[src/rtl/dbscan_cluster_stats.sv]
`default_nettype none
// ============================================================================
// Module   : dbscan_cluster_stats
// Purpose  : Scans a labelled point memory once and emits one count/bounding-box
//            record per non-empty cluster label in ascending label order.
// Revision : 1.0
// ============================================================================
module dbscan_cluster_stats #(
   parameter int N = 16
) (
   input  logic       clk,
   input  logic       rst,
   input  logic       start,
   output logic [3:0] raddr,
   input  logic [7:0] px,
   input  logic [7:0] py,
   input  logic [7:0] pz,
   input  logic [3:0] plabel,
   output logic       out_valid,
   input  logic       out_ready,
   output logic [3:0] out_label,
   output logic [4:0] out_count,
   output logic [7:0] out_xmin,
   output logic [7:0] out_xmax,
   output logic [7:0] out_ymin,
   output logic [7:0] out_ymax,
   output logic [7:0] out_zmin,
   output logic [7:0] out_zmax,
   output logic [4:0] noise_count,
   output logic       busy,
   output logic       finish
);

   localparam logic [3:0] C_LAST_IDX = 4'(N - 1);

   typedef enum logic [1:0] {
      S_IDLE = 2'd0,
      S_SCAN = 2'd1,
      S_EMIT = 2'd2,
      S_FIN  = 2'd3
   } state_t;

   state_t     r_state;
   logic [3:0] r_idx;
   logic [3:0] r_ptr;
   logic [4:0] r_noise;
   // Entry 0 is never accumulated (label 0 is noise); it only keeps indexing simple.
   logic [4:0] r_cnt  [0:15];
   logic [7:0] r_xmin [0:15];
   logic [7:0] r_xmax [0:15];
   logic [7:0] r_ymin [0:15];
   logic [7:0] r_ymax [0:15];
   logic [7:0] r_zmin [0:15];
   logic [7:0] r_zmax [0:15];

   logic       w_rec_valid;

   always_ff @(posedge clk or posedge rst) begin
      if (rst) begin
         r_state <= S_IDLE;
         r_idx   <= 4'd0;
         r_ptr   <= 4'd0;
         r_noise <= 5'd0;
         for (int l = 0; l < 16; l++) begin
            r_cnt[l]  <= 5'd0;
            r_xmin[l] <= 8'hFF;
            r_xmax[l] <= 8'h00;
            r_ymin[l] <= 8'hFF;
            r_ymax[l] <= 8'h00;
            r_zmin[l] <= 8'hFF;
            r_zmax[l] <= 8'h00;
         end
      end else begin
         case (r_state)
            S_IDLE: begin
               if (start) begin
                  r_state <= S_SCAN;
                  r_idx   <= 4'd0;
                  r_noise <= 5'd0;
                  for (int l = 0; l < 16; l++) begin
                     r_cnt[l]  <= 5'd0;
                     r_xmin[l] <= 8'hFF;
                     r_xmax[l] <= 8'h00;
                     r_ymin[l] <= 8'hFF;
                     r_ymax[l] <= 8'h00;
                     r_zmin[l] <= 8'hFF;
                     r_zmax[l] <= 8'h00;
                  end
               end
            end
            S_SCAN: begin
               if (plabel == 4'd0) begin
                  r_noise <= r_noise + 5'd1;
               end else begin
                  r_cnt[plabel] <= r_cnt[plabel] + 5'd1;
                  if (px < r_xmin[plabel]) r_xmin[plabel] <= px;
                  if (px > r_xmax[plabel]) r_xmax[plabel] <= px;
                  if (py < r_ymin[plabel]) r_ymin[plabel] <= py;
                  if (py > r_ymax[plabel]) r_ymax[plabel] <= py;
                  if (pz < r_zmin[plabel]) r_zmin[plabel] <= pz;
                  if (pz > r_zmax[plabel]) r_zmax[plabel] <= pz;
               end
               if (r_idx == C_LAST_IDX) begin
                  r_state <= S_EMIT;
                  r_ptr   <= 4'd1;
               end else begin
                  r_idx <= r_idx + 4'd1;
               end
            end
            S_EMIT: begin
               // Empty labels advance unconditionally; a present record waits for ready.
               if (!w_rec_valid || out_ready) begin
                  if (r_ptr == 4'd15) r_state <= S_FIN;
                  else                r_ptr   <= r_ptr + 4'd1;
               end
            end
            S_FIN: begin
               r_state <= S_IDLE;
            end
            default: r_state <= S_IDLE;
         endcase
      end
   end

   assign w_rec_valid = (r_state == S_EMIT) && (r_cnt[r_ptr] != 5'd0);

   assign raddr       = (r_state == S_SCAN) ? r_idx : 4'd0;
   assign out_valid   = w_rec_valid;
   assign out_label   = w_rec_valid ? r_ptr         : 4'd0;
   assign out_count   = w_rec_valid ? r_cnt[r_ptr]  : 5'd0;
   assign out_xmin    = w_rec_valid ? r_xmin[r_ptr] : 8'd0;
   assign out_xmax    = w_rec_valid ? r_xmax[r_ptr] : 8'd0;
   assign out_ymin    = w_rec_valid ? r_ymin[r_ptr] : 8'd0;
   assign out_ymax    = w_rec_valid ? r_ymax[r_ptr] : 8'd0;
   assign out_zmin    = w_rec_valid ? r_zmin[r_ptr] : 8'd0;
   assign out_zmax    = w_rec_valid ? r_zmax[r_ptr] : 8'd0;
   assign noise_count = r_noise;
   assign busy        = (r_state != S_IDLE);
   assign finish      = (r_state == S_FIN);

endmodule
`default_nettype wire

[config.mk]
export PLATFORM = sky130hd
export DESIGN_NAME = dbscan_cluster_stats
export DESIGN_NICKNAME = d
export VERILOG_FILES = /design/src/rtl/dbscan_cluster_stats.sv
export SDC_FILE = /design/constraint.sdc
export NUM_CORES = 2
export LEC_CHECK = 0
export CORE_ASPECT_RATIO = 0.75
export CORE_UTILIZATION = 30
export DETAILED_ROUTE_END_ITERATION = 16
export PLACE_DENSITY = 0.41
export SLEW_MARGIN = 30
export SYNTH_ARGS = -nofsm -noshare
export SYNTH_HDL_FRONTEND = slang
export SYNTH_SLANG_ARGS = --single-unit
[constraint.sdc]
create_clock -name clk -period 40.6 [get_ports clk]
set_input_delay 10.15 -clock clk [delete_from_list [all_inputs] [get_ports clk]]
set_output_delay 10.15 -clock clk [all_outputs]
set_load 0.02 [all_outputs]
==> reports/summary.log <==
INFO  clock_network  clockRootBuffer=clkbuf_16
INFO  timing         setup_viol=0
INFO  grt            grt_pass1_wl=255.3mm
INFO  yosys          yosys.cell_types.count=54
INFO  yosys          synth_warnings=0
INFO  placed_design  dp_hpwl=106.0mm
INFO  final_layout   final_net_count=3,425
INFO  placed_design  dpl_worst_slack=24.44ns
INFO  routing        post_drt_wl_per_cell=32.22um
INFO  timing         timing.final.hold_violations=0
INFO  critical_path  worst_ep_required_time=30.45ns
INFO  yosys          synth.ff_latch_count=863
INFO  pwr            power.share.sequential=0.348
INFO  critical_path  cp.arrival=6.10ns
INFO  worst_hold_path min-delay-path-class=flip-flop to flip-flop
INFO  timing         fin_worst_skew=0.03145ns
INFO  grt            antenna_found_initial=11
INFO  placed_design  place.port_buffers=100
INFO  clock_network  h_tree_levels=3
INFO  yosys          synthArstFlopShare=1.000
INFO  clock_network  post_cts.resized_instances=0
INFO  critical_path  kind_of_start_point_of_the_critical_path=flip-flop
INFO  timing         fmax=61.54MHz
INFO  floorplan      site_row_count=124
INFO  yosys          synth_cells=3,406
INFO  routing        first_pass_iters=5
INFO  critical_path  timing.setup.critical_path_class=flip-flop to primary output
INFO  pwr            switching_power_of_the_nets=1512uW
INFO  routing        drt-initial-drc-count=3,411
INFO  timing         finalCritPeriodShare=0.4002
INFO  pwr            internal_power=2128uW
INFO  timing         finalCriticalPeriod=16.25ns
INFO  critical_path  worst-r2r-cell-count=13
INFO  yosys          edff_count_synth=0
INFO  floorplan      initial_utilization=0.3026
INFO  grt            grt_pass1_vias=32,595
INFO  timing         setup_slack=24.35ns
INFO  outcome        run_status=finished, final reports clean
INFO  timing         setup-tns-final=0ns
INFO  critical_path  setup.worst_path.end_class=primary output
INFO  floorplan      core_area=152,700um2
INFO  clock_network  clkSlewWorstSetupHoldPaths=0.06ns
INFO  yosys          post-synth-top-area-fraction=0.2595
INFO  grt            grt_overflow=0
INFO  routing        detail_route.wirelength=175.0mm
INFO  timing         tightest_slew=1.047ns
INFO  yosys          synthesis.area=46,190um2
INFO  pwr            pwr-share-clk=0.254
INFO  worst_hold_path holdPathStages=2
INFO  routing        num_vias=32,507
INFO  yosys          synth_largest_area_cell=dfrtp_1
INFO  floorplan      die-area=155,600um2
INFO  yosys          synth-seq-area-share=0.4779
INFO  clock_network  cts_tree=done
INFO  pwr            power.density=69.18nW/um2
INFO  timing         max-slew-margin-rel=0.2997
INFO  job            cap_violations=0
INFO  placed_design  globalplace.congestion=0.8018
INFO  timing         maxSlewViolCount=0
INFO  yosys          mappedNetlistNets=3,492
INFO  timing         unrepaired_setup_endpoints_after_global_routing=no
INFO  routing        drt_drc_violations_left=0
INFO  routing        ant_nets=0
INFO  final_layout   fill_cells=14,906
INFO  clock_network  post-cts-setup-buffers=0
INFO  clock_network  clock_path_buffers=3
INFO  clock_network  cts-hold-fix-buffers=0
INFO  final_layout   post_route_cells_drive_above_1_share=0.3575
INFO  critical_path  worstPathMaxFanout=54
INFO  final_layout   area_growth_syn_to_layout=13.91%
INFO  clock_network  clock_insertion_delay_worst_skew=0.73ns
INFO  yosys          post_synth.cell_area_avg=13.56um2
INFO  clock_network  clock_sink_count=863
INFO  routing        routed_via_density=5.985
INFO  pwr            worst_ir_drop_vdd=47.73uV
INFO  clock_network  number_of_buffers_created_by_cts=95
INFO  floorplan      die_height=341.8um
INFO  pwr            swShare=0.4154
INFO  floorplan      floorplan.die.width=455.1um
INFO  floorplan      floorplan.io_pins=101
INFO  grt            grt.total_usage=0.2267
INFO  yosys          synth_top_flop_cell=dfrtp_1
INFO  timing         whs=0.4992ns
INFO  pwr            static-leakage-power=0.01949uW
INFO  grt            pin_count_of_the_biggest_net_entering_global_routing=161
INFO  yosys          synth.area.top_cells=dfrtp_1 (26%), mux4_2 (26%), dfstp_2 (22%)
INFO  pwr            pwr-share-comb=0.398
cells by family after synthesis:
family	Yosys count	synth area share
multiplexers	529	0.2574
buffers and inverters	409	0.03765
adder cells (fa/ha/maj)	54	0.01463
XOR/XNOR	8	0.001517
AND/OR/NAND/NOR	373	0.04063
AO/OA/AOI/OAI	1170	0.1703
flip-flops	863	0.4779
final timing paths:
| check | start | end | slack [ns] |
|---|---|---|---|
| hold / removal | r_cnt[21] | r_cnt[21] | 0.50 |
| hold reg to reg | r_cnt[21] | r_cnt[21] | 0.50 |
| min in group asynchronous | rst | r_zmax[17] | 9.90 |
| setup reg to reg | r_state[1] | r_zmin[69] | 35.48 |
| max in group asynchronous | rst | r_ymax[117] | 27.96 |
| setup / recovery | r_ptr[1] | out_zmin[3] | 24.35 |
final cells by class:
| type | count | area (um2) | area share |
|---|---|---|---|
| clock inverters | 27 | 390.4 | 0.007419 |
| well taps | 2016 | 2522 | 0.04794 |
| inverters | 64 | 257.7 | 0.004898 |
| clock buffers | 144 | 2843 | 0.05403 |
| repair buffers | 181 | 1795 | 0.03412 |
| diodes | 2 | 5.005 | 0.00009512 |
| flip-flops and latches | 863 | 22090 | 0.4198 |
| multi-input cells | 2134 | 22720 | 0.4317 |
critical path, stage by stage, from the launching register on:
cell and delay, ns:
dfrtp_4 0.89, buf_4 0.81, mux4_2 0.65, a22o_1 0.23, a221oi_1 0.31, and4b_1 0.40
nand2b_4 0.45, buf_4 0.56, nor2b_1 0.32, clkdlybuf4s50_1 0.62
metrics by stage:
step | std cells | util | power, uW | area, um2
global route | 5429 | 0.3446 | 3808 | 52610
global placement | 5254 | 0.3221 | 2722 | 49180
finish | 5431 | 0.3447 | 3640 | 52620
CTS | 5426 | 0.3440 | 3663 | 52520
floorplan | 3406 | - | 2150 | 46190
detailed placement | 5255 | 0.3228 | 2726 | 49280
power groups by stage:
stage          sequential (uW)  clock [uW]  combinational [uW]
2_1_floorplan             1210           0                 938
3_3_place_gp              1280           0                1450
3_5_place_dp              1270           0                1450
4_1_cts                   1260         945                1450
5_1_grt                   1290         975                1540
6_report                  1270         923                1450
state kept, by name (all words and copies together), names as in the netlist:
name	flops
r_xmin	128
r_cnt	80
r_ymin	128
noise_count	5
r_ptr	4
r_zmin	128
r_xmax	128
r_idx	4
r_ymax	128
r_zmax	128
r_state	2
synthesized netlist by cell type, types with 3 or more instances:
library cell	number
clkbuf_1	223
a22o_1	62
inv_1	62
o21ai_0	27
nor2_4	8
a21oi_1	589
nor2b_1	55
ha_1	54
a2bb2oi_1	72
nand2_1	126
and2_1	41
xor2_1	5
dfstp_2	384
buf_1	18
buf_6	11
nor2_1	64
and2_0	5
buf_2	90
a21oi_2	4
o2bb2ai_1	363
a21o_1	11
mux4_2	527
nand4_1	6
a31oi_1	7
xnor2_1	3
or2_2	6
nand2b_1	32
nand3_1	22
o21ai_1	16
dfrtp_1	479
cells in the final DEF, fill, tap and decap left out, drive strengths merged, types with 85 or more instances in the layout:
cell and n:
clkbuf 144, a21oi 593, mux4 527, clkdlybuf4s50 96, dfstp 384, dfrtp 479
buf 85, nand2 126, o2bb2ai 363
routing by layer:
metal,track usage,vias up,share of wire
li1,-,13353,-
met5,0,-,0.00015
met2,0.3245,1144,0.43
met1,0.3526,17780,0.48
met4,0.05034,4,0.021
met3,0.04058,226,0.062
Note: power is estimated with default switching activity, not from simulation.
